File: config.mk
export PLATFORM = sky130hd
export DESIGN_NAME = opb_reg_bank_ppc2simulink
export DESIGN_NICKNAME = d
export VERILOG_FILES = /design/src/rtl/opb_reg_pkg.sv /design/src/rtl/opb_reg_slot.sv /design/src/rtl/opb_reg_bank_ppc2simulink.sv
export SDC_FILE = /design/constraint.sdc
export NUM_CORES = 1
export LEC_CHECK = 0
export ABC_AREA = 1
export BUFFER_PORTS_ARGS = -buffer_cell sky130_fd_sc_hd__clkbuf_2
export CAP_MARGIN = 15
export CORE_MARGIN = 5
export CORE_UTILIZATION = 48
export DETAILED_ROUTE_END_ITERATION = 12
export PLACE_DENSITY_LB_ADDON = 0.15
export SYNTH_ARGS = -nofsm -noshare
export SYNTH_HDL_FRONTEND = slang
export SYNTH_SLANG_ARGS = --single-unit
File: constraint.sdc
create_clock -name OPB_Clk -period 1.85 [get_ports OPB_Clk]
set_input_delay 0.0925 -clock OPB_Clk [delete_from_list [all_inputs] [get_ports OPB_Clk]]
set_output_delay 0.0925 -clock OPB_Clk [all_outputs]
set_load 0.01 [all_outputs]
File: src/rtl/opb_reg_pkg.sv
// rtl/opb_reg_pkg.sv - OPB data/byte widths, ack-state encoding and register index sizing
package opb_reg_pkg;

  localparam int OPB_DW  = 32;
  localparam int OPB_BEW = OPB_DW / 8;

  typedef enum logic {
    ACK_IDLE = 1'b0,
    ACK_ACK  = 1'b1
  } ack_state_e;

  // A one-register bank still needs a one-bit index.
  function automatic int idx_width(input int n);
    return (n <= 2) ? 1 : $clog2(n);
  endfunction

endpackage

File: src/rtl/opb_reg_slot.sv
// rtl/opb_reg_slot.sv - one software register: byte-enable merge, optional self-clear, update strobe
module opb_reg_slot
  import opb_reg_pkg::*;
#(
  parameter bit                C_PULSE       = 1'b0,
  parameter logic [OPB_DW-1:0] C_RESET_VALUE = '0
) (
  input  logic               i_clk,
  input  logic               i_rst,
  input  logic               i_wr_en,
  input  logic [OPB_BEW-1:0] i_be,
  input  logic [OPB_DW-1:0]  i_wdata,
  output logic [OPB_DW-1:0]  o_data,
  output logic               o_valid
);

  logic [OPB_DW-1:0] r_data;
  logic              r_valid;
  logic [OPB_DW-1:0] w_merged;
  logic              w_commit;

  // i_be[b] owns byte lane b, counted from the least significant byte.
  always_comb begin
    w_merged = r_data;
    for (int b = 0; b < OPB_BEW; b++) begin
      if (i_be[b]) w_merged[8*b +: 8] = i_wdata[8*b +: 8];
    end
  end

  assign w_commit = i_wr_en && (|i_be);

  // A fresh commit wins over the self-clear of a pulse register.
  always_ff @(posedge i_clk) begin
    if (i_rst) begin
      r_data  <= C_RESET_VALUE;
      r_valid <= 1'b0;
    end else begin
      r_valid <= w_commit;
      if (w_commit)     r_data <= w_merged;
      else if (C_PULSE) r_data <= C_RESET_VALUE;
    end
  end

  assign o_data  = r_data;
  assign o_valid = r_valid;

endmodule

File: src/rtl/opb_reg_bank_ppc2simulink.sv
// rtl/opb_reg_bank_ppc2simulink.sv - OPB slave exposing C_NUM_REGS 32-bit software registers
module opb_reg_bank_ppc2simulink
  import opb_reg_pkg::*;
#(
  parameter logic [31:0]           C_BASEADDR    = 32'h01010600,
  parameter logic [31:0]           C_HIGHADDR    = 32'h010106FF,
  parameter int                    C_NUM_REGS    = 4,
  parameter logic [C_NUM_REGS-1:0] C_PULSE_MASK  = '0,
  parameter logic [31:0]           C_RESET_VALUE = 32'h0
) (
  input  logic                       OPB_Clk,
  input  logic                       OPB_Rst,
  input  logic [0:31]                OPB_ABus,
  input  logic [0:3]                 OPB_BE,
  input  logic [0:31]                OPB_DBus,
  input  logic                       OPB_RNW,
  input  logic                       OPB_select,
  input  logic                       OPB_seqAddr,
  output logic [0:31]                Sl_DBus,
  output logic                       Sl_xferAck,
  output logic                       Sl_errAck,
  output logic                       Sl_retry,
  output logic                       Sl_toutSup,
  output logic [C_NUM_REGS*32-1:0]   user_data_out,
  output logic [C_NUM_REGS-1:0]      user_data_valid
);

  localparam int IDXW = idx_width(C_NUM_REGS);

  ack_state_e          r_state;
  ack_state_e          w_state_next;
  logic [OPB_DW-1:0]   r_dbus;
  logic                r_wr;
  logic [IDXW-1:0]     r_idx;

  logic [31:0]         w_addr;
  logic [31:0]         w_off;
  logic [OPB_DW-1:0]   w_wdata;
  logic [OPB_BEW-1:0]  w_be;
  logic [OPB_DW-1:0]   w_rd_word;
  logic                w_hit;
  logic                w_in_range;
  logic                w_accept;
  logic [OPB_DW-1:0]   w_regs [C_NUM_REGS];
  logic [C_NUM_REGS-1:0] w_wr_en;
  logic                w_unused;

  // Bus bit 0 is the MSB, so positional assignment lands byte lane 0 in bits [31:24].
  assign w_addr  = OPB_ABus;
  assign w_wdata = OPB_DBus;
  assign w_be    = OPB_BE;

  assign w_hit      = OPB_select && (w_addr >= C_BASEADDR) && (w_addr <= C_HIGHADDR);
  assign w_off      = (w_addr - C_BASEADDR) >> 2;
  assign w_in_range = (w_off < 32'(C_NUM_REGS));
  assign w_accept   = (r_state == ACK_IDLE) && w_hit;

  always_comb begin
    w_state_next = ACK_IDLE;
    if ((r_state == ACK_IDLE) && w_hit) w_state_next = ACK_ACK;
  end

  // Unimplemented words inside the window read back as zero.
  always_comb begin
    w_rd_word = '0;
    for (int i = 0; i < C_NUM_REGS; i++) begin
      if (w_off == 32'(i)) w_rd_word = w_regs[i];
    end
  end

  always_ff @(posedge OPB_Clk) begin
    if (OPB_Rst) begin
      r_state <= ACK_IDLE;
      r_dbus  <= '0;
      r_wr    <= 1'b0;
      r_idx   <= '0;
    end else begin
      r_state <= w_state_next;
      r_dbus  <= (w_accept && OPB_RNW) ? w_rd_word : '0;
      r_wr    <= w_accept && !OPB_RNW && w_in_range;
      r_idx   <= w_off[IDXW-1:0];
    end
  end

  // Writes land at the end of the ack cycle, and only if the master still holds select.
  for (genvar g = 0; g < C_NUM_REGS; g++) begin : g_slot
    assign w_wr_en[g] = (r_state == ACK_ACK) && r_wr && OPB_select && (r_idx == IDXW'(g));

    opb_reg_slot #(
      .C_PULSE       (C_PULSE_MASK[g]),
      .C_RESET_VALUE (C_RESET_VALUE)
    ) u_slot (
      .i_clk   (OPB_Clk),
      .i_rst   (OPB_Rst),
      .i_wr_en (w_wr_en[g]),
      .i_be    (w_be),
      .i_wdata (w_wdata),
      .o_data  (w_regs[g]),
      .o_valid (user_data_valid[g])
    );

    assign user_data_out[32*g +: 32] = w_regs[g];
  end

  assign Sl_xferAck = (r_state == ACK_ACK);
  assign Sl_DBus    = r_dbus;
  assign Sl_errAck  = 1'b0;
  assign Sl_retry   = 1'b0;
  assign Sl_toutSup = 1'b0;

  assign w_unused = OPB_seqAddr;

endmodule

# ---- Word level (Yosys, flattened, before mapping)
# Index checks and enable logic that the tools add are counted.
dict set report classes {
  add_sub_neg 1
  n_lt_le_gt_ge 3
  eq_ne 6
  n_mux 5
  bitwise 2
  reduce_logical 37
}
# op n
set ops {}
lappend ops {{$mux W32} 4}
lappend ops {{$eq A30 B2 Y1 const B} 2}
lappend ops {{$ge A32 B25 Y1 const B} 1}
lappend ops {{$le A32 B25 Y1 const B} 1}
lappend ops {{$logic_not A32 Y1} 1}
lappend ops {{$reduce_and A2 Y1} 16}
lappend ops {{$sub A32 B25 Y32 const B} 1}
lappend ops {{$eq A30 B1 Y1 const B} 1}
lappend ops {{$lt A30 B3 Y1 const B} 1}
lappend ops {{$logic_and A1 B1 Y1} 16}
lappend ops {{$eq A2 B2 Y1 const B} 2}
lappend ops {{$reduce_or A4 Y1} 1}
lappend ops {{$eq A2 B1 Y1 const B} 1}
lappend ops {{$logic_not A2 Y1} 1}
lappend ops {{$not A1 Y1} 2}
lappend ops {{$reduce_or A2 Y1} 1}
lappend ops {{$logic_not A1 Y1} 1}
lappend ops {{$mux W1} 1}
dict set report totals {
  regBits 168
  output_inout_bits 168
  word_cells 78
}

# ---- Longest topological paths before layout
# Gate-level depths: netlist (run 1).
dict set report logic_depth {
  ltp_word 7
  depth_mapped 17
  ltp_nobuf 16
}

# ---- Modules after synthesis
# A second synthesis (run 1) with hierarchy kept.
dict set report unflattened {
  cells_unflattened 1333
  hier_area_um2 8524.4
}
# module instances cells_per_inst area_each_um2 seq_area_each_um2
set by_module_without_submodules {}
lappend by_module_without_submodules {opb_reg_slot 4 179 1300.0 660.6}
lappend by_module_without_submodules {opb_reg_bank_ppc2simulink 1 617 3324.4 720.7}

# ---- Worst setup path before layout (run 1)
# OpenSTA, ideal clock, no wires.
dict set report synth_timing {
  path_type {input port to flip-flop}
  start {input port OPB_ABus[22] in the netlist's numbering}
  end {register r_dbus[18] (netlist: Sl_DBus[13])}
  setup_time_ns 0.122
  t_arrival_ns 1.629
  slack_ns 0.099
  stages 14
  n_path_buf 1
  cell_sequence {ha_1 -> inv_1 -> nand3_1 -> nand2_1 -> nand2_2 -> xor2_2 -> nand3_1 -> nor2_1 -> nand3_1 -> nor2_4 -> buf_2 -> nand4_1 -> nand2_1 -> a21oi_2}
}
dict set report synth_via {
  elab_chain_len 7
  word_cells_on_any_way 17
  cone_classes {1 x add/sub; 2 x order compare; 3 x eq/ne; 4 x mux; 1 x bitwise; 6 x reduce/logical}
}
# item line_no
set synth_rtl {}
lappend synth_rtl {{from (decl)} opb_reg_bank_ppc2simulink.sv:13} ;# input logic [0:31] OPB_ABus,
lappend synth_rtl {{branches (longest 7 deep; another with $sub A32 B25 Y32)} -}
lappend synth_rtl {{to (signal assigned)} opb_reg_bank_ppc2simulink.sv:79} ;# r_dbus <= (w_accept && OPB_RNW) ? w_rd_word : '0;
lappend synth_rtl {{to (decl)} opb_reg_bank_ppc2simulink.sv:32} ;# logic [OPB_DW-1:0] r_dbus;
# Several ways; the timed one is not identified.
# A chain may end at the register's enable or synchronous reset.

# ---- Final worst setup path (run 1)
dict set report layout_timing {
  start {input port OPB_ABus[22] in the netlist's numbering}
  end {register r_dbus[15] (netlist: Sl_DBus[16])}
}
# The elaborated chain is that of the path after synthesis.

==> impl_metrics.ini, run 1 <==
[cells_and_area]
area_growth_pct = 34.3
finalNetCount = 1560
antenna_cells = 0
drive_gt1_frac = 0.288
instances_no_fill = 1723
finish.utilization = 0.661

[timing]
relSlewSlack = 0.514
slew_violations = 0
max_freq_mhz = 580
tightest_slew_ns = 0.729
rsz0062_at_grt = true
clock-skew-final_ns = 0.00758
fin_crit_sh = 0.932
finalSetupViolCount = 0
fin_crit_ns = 1.72
hold_viol = 0

[pwr]
seq_power_share = 0.466
powerDensity_nw_per_um2 = 674
switching_share = 0.245
intPower_mw = 5.86
clock_power_share = 0.457
p_switching_mw = 1.90
combinationalPowerShare = 0.077
p_leak_nw = 4.81
ir_worst_vdd_v = 0.000629

[place]
io_buffers = 234
dp_hpwl_um = 21300
gp_congestion = 0.913
dp.cells = 1652

[setup_path]
reg2reg_slack_ns = 0.13
regToRegStartpoint = Sl_xferAck$_SDFF_PP0_
arrival_ns = 2.09
cp.required_ns = 2.22
rr_worst_depth = 6
worstSetupPathType = input port to flop
endpoint = Sl_DBus[16]$_SDFF_PP0_
cp_max_fo = 15
cp-start-kind = input port
rr_endpoint = g_slot[1].u_slot.o_data[0]$_SDFFE_PP0P_
end_kind = flop
crit_path_start = OPB_ABus[22]

[cts]
cts_root_buf = clkbuf_16
numCtsBuffers = 17
clk_latency_ns = 0.43
cts_tree = built
clk_pin_slew_worst_paths_ns = 0.07
clock_sinks = 168
clockBufferDepth = 2
htree_num_levels = 4

[worst_hold_path]
hold_class = input port to flop
whs_path_depth = 4

[synth]
yosysTopAreaCell = dfxtp_1
yosysWarnings = 0
synth-main-ff-cell = dfxtp_1
ys_seq_area_frac = 0.392
synth_top_cell_area_share = 0.392
synth_edf_count = 0
syn_area_sq_um = 8580
synth_area_leaders = dfxtp_1 (39%), nand4_1 (14%), nand2_1 (11%)
synth_cells = 1213
synth.distinct_cells = 34
yosysMostFrequentCell = nand2_1
synth_common_cells = nand2_1 (256), nand4_1 (197), dfxtp_1 (168), a21oi_1 (119), inv_1 (107)
ys_seq_elements = 168
synth_async_sr_flop_share = 0
syn_avg_cell_area_sq_um = 7.07

[route]
drc = 0
vias_per_cell = 5.88
drt-total-wl_um = 31600
drt_first_pass_iters = 5
wl_per_cell_um = 18.3
drtAntennaViolNets = 0
vias = 10100
drt_iter0_markers = 938

[global_routing]
gr-usage-all-layers = 0.294
gr-total-overflow = 0
antenna_found_initial = 0
grt_pass1_wl_um = 48800
grt_pass1_vias = 9419
grt_max_degree = 135

[floorplanning]
die-area_sq_um = 20600
start_util = 0.492
rows = 48
die_h_um = 144
dieWidth_um = 144
top_level_ports = 241
core_area_sq_um = 17400

[flow_run]
cap_violations = 0

[status]
status = complete, no violations
[per-stage QoR]
stage | setup TNS [ns] | area, sq um | hold WS, ns | worst slack (ns) | total power, mW
detailed placement | -7.70 | 10400 | 0.310 | -0.269 | 4.22
global route | -0.199 | 11500 | 0.0341 | -0.0264 | 7.99
CTS | 0 | 11300 | 0.000607 | 0.00817 | 7.76
global placement | -6.69 | 10400 | 0.296 | -0.231 | 4.22
finish | 0 | 11500 | 0.0150 | 0.127 | 7.77
floorplan | 0 | 8580 | 0.171 | 0.0986 | 3.95
[what timing repair did]
| item | 4_1_cts | 5_1_grt |
|---|---|---|
| endpoints found under the hold margin | 119 | 0 |
| resized for setup | 2 | 20 |
| pin swaps | 0 | 6 |
| cloned | 0 | 4 |
| hold buffers | 34 | 0 |
| buffers inserted | 0 | 2 |
| endpoints found under the setup margin | 9 | 121 |
[worst max-delay path: stages]
cell and delay [ns]:
clkbuf_2 0.12, ha_1 0.22, inv_1 0.09, nand3_1 0.13
nand2_2 0.13, nand2_2 0.07, xor2_2 0.15, nand3_1 0.09
nor2_1 0.11, nand3_1 0.11, nor2_4 0.14, buf_12 0.16
clkbuf_16 0.19, o2111ai_1 0.12, a21oi_2 0.16
[cells in the final DEF, fill, tap and decap left out, drive strengths merged]
cell	synthesis	final
nand2	259	259
clkbuf	76	258
nand4	198	198
dfxtp	168	168
inv	133	134
a21oi	130	130
buf	31	89
nor2	84	84
nand3	43	43
dlygate4sd3	0	34
o2111ai	33	33
a211oi	32	32
nor3	8	8
o21ai	7	7
clkinv	2	6
nor4	4	4
conb	1	3
bufinv	0	2
clkinvlp	0	2
o21a	1	1
xor2	1	1
or4	1	1
ha	1	1
[power by group through the flow]
stage / Combinational [mW] / Clock (mW) / Sequential (mW)
floorplan: 0.251 / 0 / 3.70
global placement: 0.514 / 0 / 3.70
detailed placement: 0.517 / 0 / 3.70
global route: 0.647 / 3.73 / 3.62
finish: 0.598 / 3.55 / 3.62
CTS: 0.577 / 3.56 / 3.62
[worst min-delay path by stage]
stage	to	start	slack, ns
2_1_floorplan	r_wr$_SDFF_PP0_	OPB_RNW	0.17
3_3_place_gp	r_wr$_SDFF_PP0_	OPB_RNW	0.30
3_5_place_dp	r_wr$_SDFF_PP0_	OPB_RNW	0.31
4_1_cts	Sl_xferAck$_SDFF_PP0_	OPB_Rst	0.0006
5_1_grt	Sl_xferAck$_SDFF_PP0_	OPB_Rst	0.03
6_report	Sl_xferAck$_SDFF_PP0_	OPB_Rst	0.01
[flip-flops by register name (all words and copies together), names as in the netlist]
signal / count
g_slot.u_slot.o_data: 128
r_wr: 1
Sl_xferAck: 1
g_slot.u_slot.o_valid: 4
Sl_DBus: 32
r_idx: 2
[layout make-up]
cell class / count / area (sq um)
sequential: 168 / 3360
clock inverter: 9 / 119
multi-input combinational: 805 / 4350
tap: 225 / 282
clock buffer: 22 / 454
fill: 1564 / 5900
timing repair buffer: 359 / 2440
inverter: 135 / 507
[kinds of logic (layout without fill, tap and decap cells)]
kind of cell,after synthesis,count (layout),synth area share
and+or+nand+nor,597,597,0.341
xor gates and xnor gates,1,1,0.00190
AOI/OAI and AO/OA,203,203,0.148
DFF,168,168,0.392
adders and majority gates,1,1,0.00146
buffers and inverters,242,525,0.115
other,1,3,0.000437
[layer usage]
metal,share of wire,global-route usage
met3,0.098,0.0682
met4,0.033,0.105
met5,0,0
met2,0.47,0.477
met1,0.40,0.384
(Power assumes the default switching activity.)
==> run 2, diff against run 1 <==
--- a/config.mk
+++ b/config.mk
@@ -9,9 +9,10 @@
 export BUFFER_PORTS_ARGS = -buffer_cell sky130_fd_sc_hd__clkbuf_2
 export CAP_MARGIN = 15
 export CORE_MARGIN = 5
-export CORE_UTILIZATION = 48
+export CORE_UTILIZATION = 40
 export DETAILED_ROUTE_END_ITERATION = 12
 export PLACE_DENSITY_LB_ADDON = 0.15
 export SYNTH_ARGS = -nofsm -noshare
 export SYNTH_HDL_FRONTEND = slang
+export SYNTH_HIERARCHICAL = 1
 export SYNTH_SLANG_ARGS = --single-unit
==> impl_metrics.ini, run 2 <==
[cells_and_area]
layout_commonest_cell = nor2_1
instances_no_fill = 1927
largest_register_ffs = 128
finalNetCount = 1713
antenna_cells = 0
final_cell_mix = nor2_1 (331), nand2_1 (278), clkbuf_2 (231)
area_growth_pct = 36.3
finish.utilization = 0.553
drive_gt1_frac = 0.246

[route]
drt_first_pass_iters = 5
drt_iter0_markers = 556
drtAntennaViolNets = 0
drc = 0
drt-total-wl_um = 30200
wl_per_cell_um = 15.7
vias_per_cell = 4.87
vias = 9381

[timing]
hold_viol = 0
finalSetupViolCount = 0
fin_crit_sh = 0.996
worst_slack_ns = 0.00653
slew_violations = 0
rsz0062_at_grt = true
fin_crit_ns = 1.84
finalHoldWorstSlack_ns = 0.0172
max_freq_mhz = 542
clock-skew-final_ns = 0.0121

[status]
status = complete, no violations

[cts]
cts_tree = built
numCtsBuffers = 17
clock_sinks = 168
cts_root_buf = clkbuf_16
htree_num_levels = 4
clk_latency_ns = 0.44
clk_pin_slew_worst_paths_ns = 0.07
clockBufferDepth = 2

[synth]
synth_async_sr_flop_share = 0
synth_area_leaders = dfxtp_1 (39%), nor2_1 (15%), nand2_1 (13%)
ys_seq_area_frac = 0.395
synth.distinct_cells = 33
yosysWarnings = 6
synth_edf_count = 0
yosysMostFrequentCell = nor2_1
synth-main-ff-cell = dfxtp_1
synth_cells = 1333
syn_area_sq_um = 8520
ys_seq_elements = 168
yosysTopAreaCell = dfxtp_1
syn_avg_cell_area_sq_um = 6.39
synth_top_cell_area_share = 0.395
synth_common_cells = nor2_1 (337), nand2_1 (286), inv_1 (178), dfxtp_1 (168), o21ai_0 (129)

[setup_path]
cp-start-kind = input port
worstSetupPathType = input port to flop
max_stage_delay_ns = 0.21
arrival_ns = 2.17
cp.required_ns = 2.18
slowest_stage = nor3_4
cpMostUsedCell = nand2_2
end_kind = flop
reg2reg_slack_ns = 0.16
cp_max_fo = 33
path_cells = buf_6 -> ha_4 -> nor2_4 -> nand3_2 -> nand2_2 -> nand2_2 -> nand2_2 -> nand2_2 -> xor2_1 -> nand3_2 -> nor3_4 -> buf_12 -> nand2_8 -> buf_12 -> o21ai_0 -> nor2_1

[place]
io_buffers = 234
dp_slack_ns = -0.470
dp.cells = 1858
gp_congestion = 0.846
dp_hpwl_um = 22100

[floorplanning]
die-area_sq_um = 24300
core_area_sq_um = 21000
start_util = 0.406
rows = 53
top_level_ports = 241
dieWidth_um = 156
die_h_um = 156

[pwr]
powerDensity_nw_per_um2 = 667
p_leak_nw = 5.88
ir_worst_vdd_v = 0.000552

[global_routing]
grt_pass1_vias = 8776
grt_pass1_wl_um = 46000
antenna_found_initial = 0
grt_max_degree = 41
gr-total-overflow = 0
gr-usage-all-layers = 0.236

[flow_run]
cap_violations = 0

[worst_hold_path]
hold_class = input port to flop
==> run 2: cell count changes after synthesis, moves of 24 or more <==
cell	change
nor2_1	+262
clkbuf_1	-49
a21oi_1	-116
inv_1	+71
o2111ai_1	-32
nand4_1	-96
a211oi_1	-31
inv_2	-24
nand2_1	+30
o21ai_0	+126
==> run 2: worst paths after layout <==
kind                                                              start                                      end  cells after the start
worst min register to register  g_slot[3].u_slot/o_data[8]$_SDFFE_PP0P_  g_slot[3].u_slot/o_data[8]$_SDFFE_PP0P_                      2
worst max register to register                    Sl_xferAck$_SDFF_PP0_  g_slot[1].u_slot/o_data[6]$_SDFFE_PP0P_                      6
worst max-delay path                                       OPB_ABus[22]                   Sl_DBus[22]$_SDFF_PP0_                     16
worst min-delay path                                       OPB_ABus[23]                          r_wr$_SDFF_PP0_                      4
==> run 2: power breakdown <==
part	total [mW]	switching, mW	internal, mW	leakage [nW]
clock	3.52	1.59	1.92	0.270
sequential	3.62	0.00377	3.62	1.35
combinational	0.605	0.352	0.253	4.26
total	7.74	1.95	5.79	5.88
==> run 2: cell families (layout without fill, tap and decap cells) <==
kind of cell,Yosys count,after routing,synth area share
AND/OR/NAND/NOR,781,781,0.397
buffers and inverters,241,558,0.120
flip-flops,168,168,0.395
AO/OA/AOI/OAI,136,136,0.0810
XOR/XNOR,5,5,0.00514
adder cells (fa/ha/maj),1,1,0.00147
other,1,3,0.000440
==> run 2: what timing repair did <==
item,4_1_cts,5_1_grt
endpoints found under the hold margin,86,0
hold buffers,27,0
endpoints found under the setup margin,20,112
resized for setup,2,77
setup buffers,0,3
gates cloned,0,7
pin swaps,0,10
==> run 2: final cells by class <==
| class | count | area, sq um |
|---|---|---|
| Fill cell | 2149 | 9410 |
| Multi-Input combinational cell | 926 | 4310 |
| Tap cell | 275 | 344 |
| Inverter | 182 | 689 |
| Sequential cell | 168 | 3360 |
| Timing Repair Buffer | 344 | 2330 |
| Clock inverter | 13 | 133 |
| Clock buffer | 19 | 443 |
==> run 2: per-stage QoR <==
stage	setup TNS (ns)	cell area, sq um	total power [mW]
global placement	-13.35	10400	4.23
global route	-1.83	11600	8.00
CTS	-0.00169	11300	7.76
detailed placement	-14.48	10400	4.24
finish	0	11600	7.74
floorplan	0	8540	3.96
==> run 2: critical path: cells and delay by family <==
family	cells	cell delay, ns
AND/OR/NAND/NOR	10	1.06
adder cells (fa/ha/maj)	1	0.16
AO/OA/AOI/OAI	1	0.17
XOR/XNOR	1	0.18
buffers and inverters	3	0.48
==> run 2: metal layers <==
layer  up-vias  part of all wire  GRT usage  routed length [um]
met5         -                 0          0                   0
met4         0             0.016     0.0646                 483
met2       283              0.48      0.401               14400
met3        37             0.064     0.0472                1930
li1       4821                 -          -                   -
met1      4240              0.44      0.305               13400
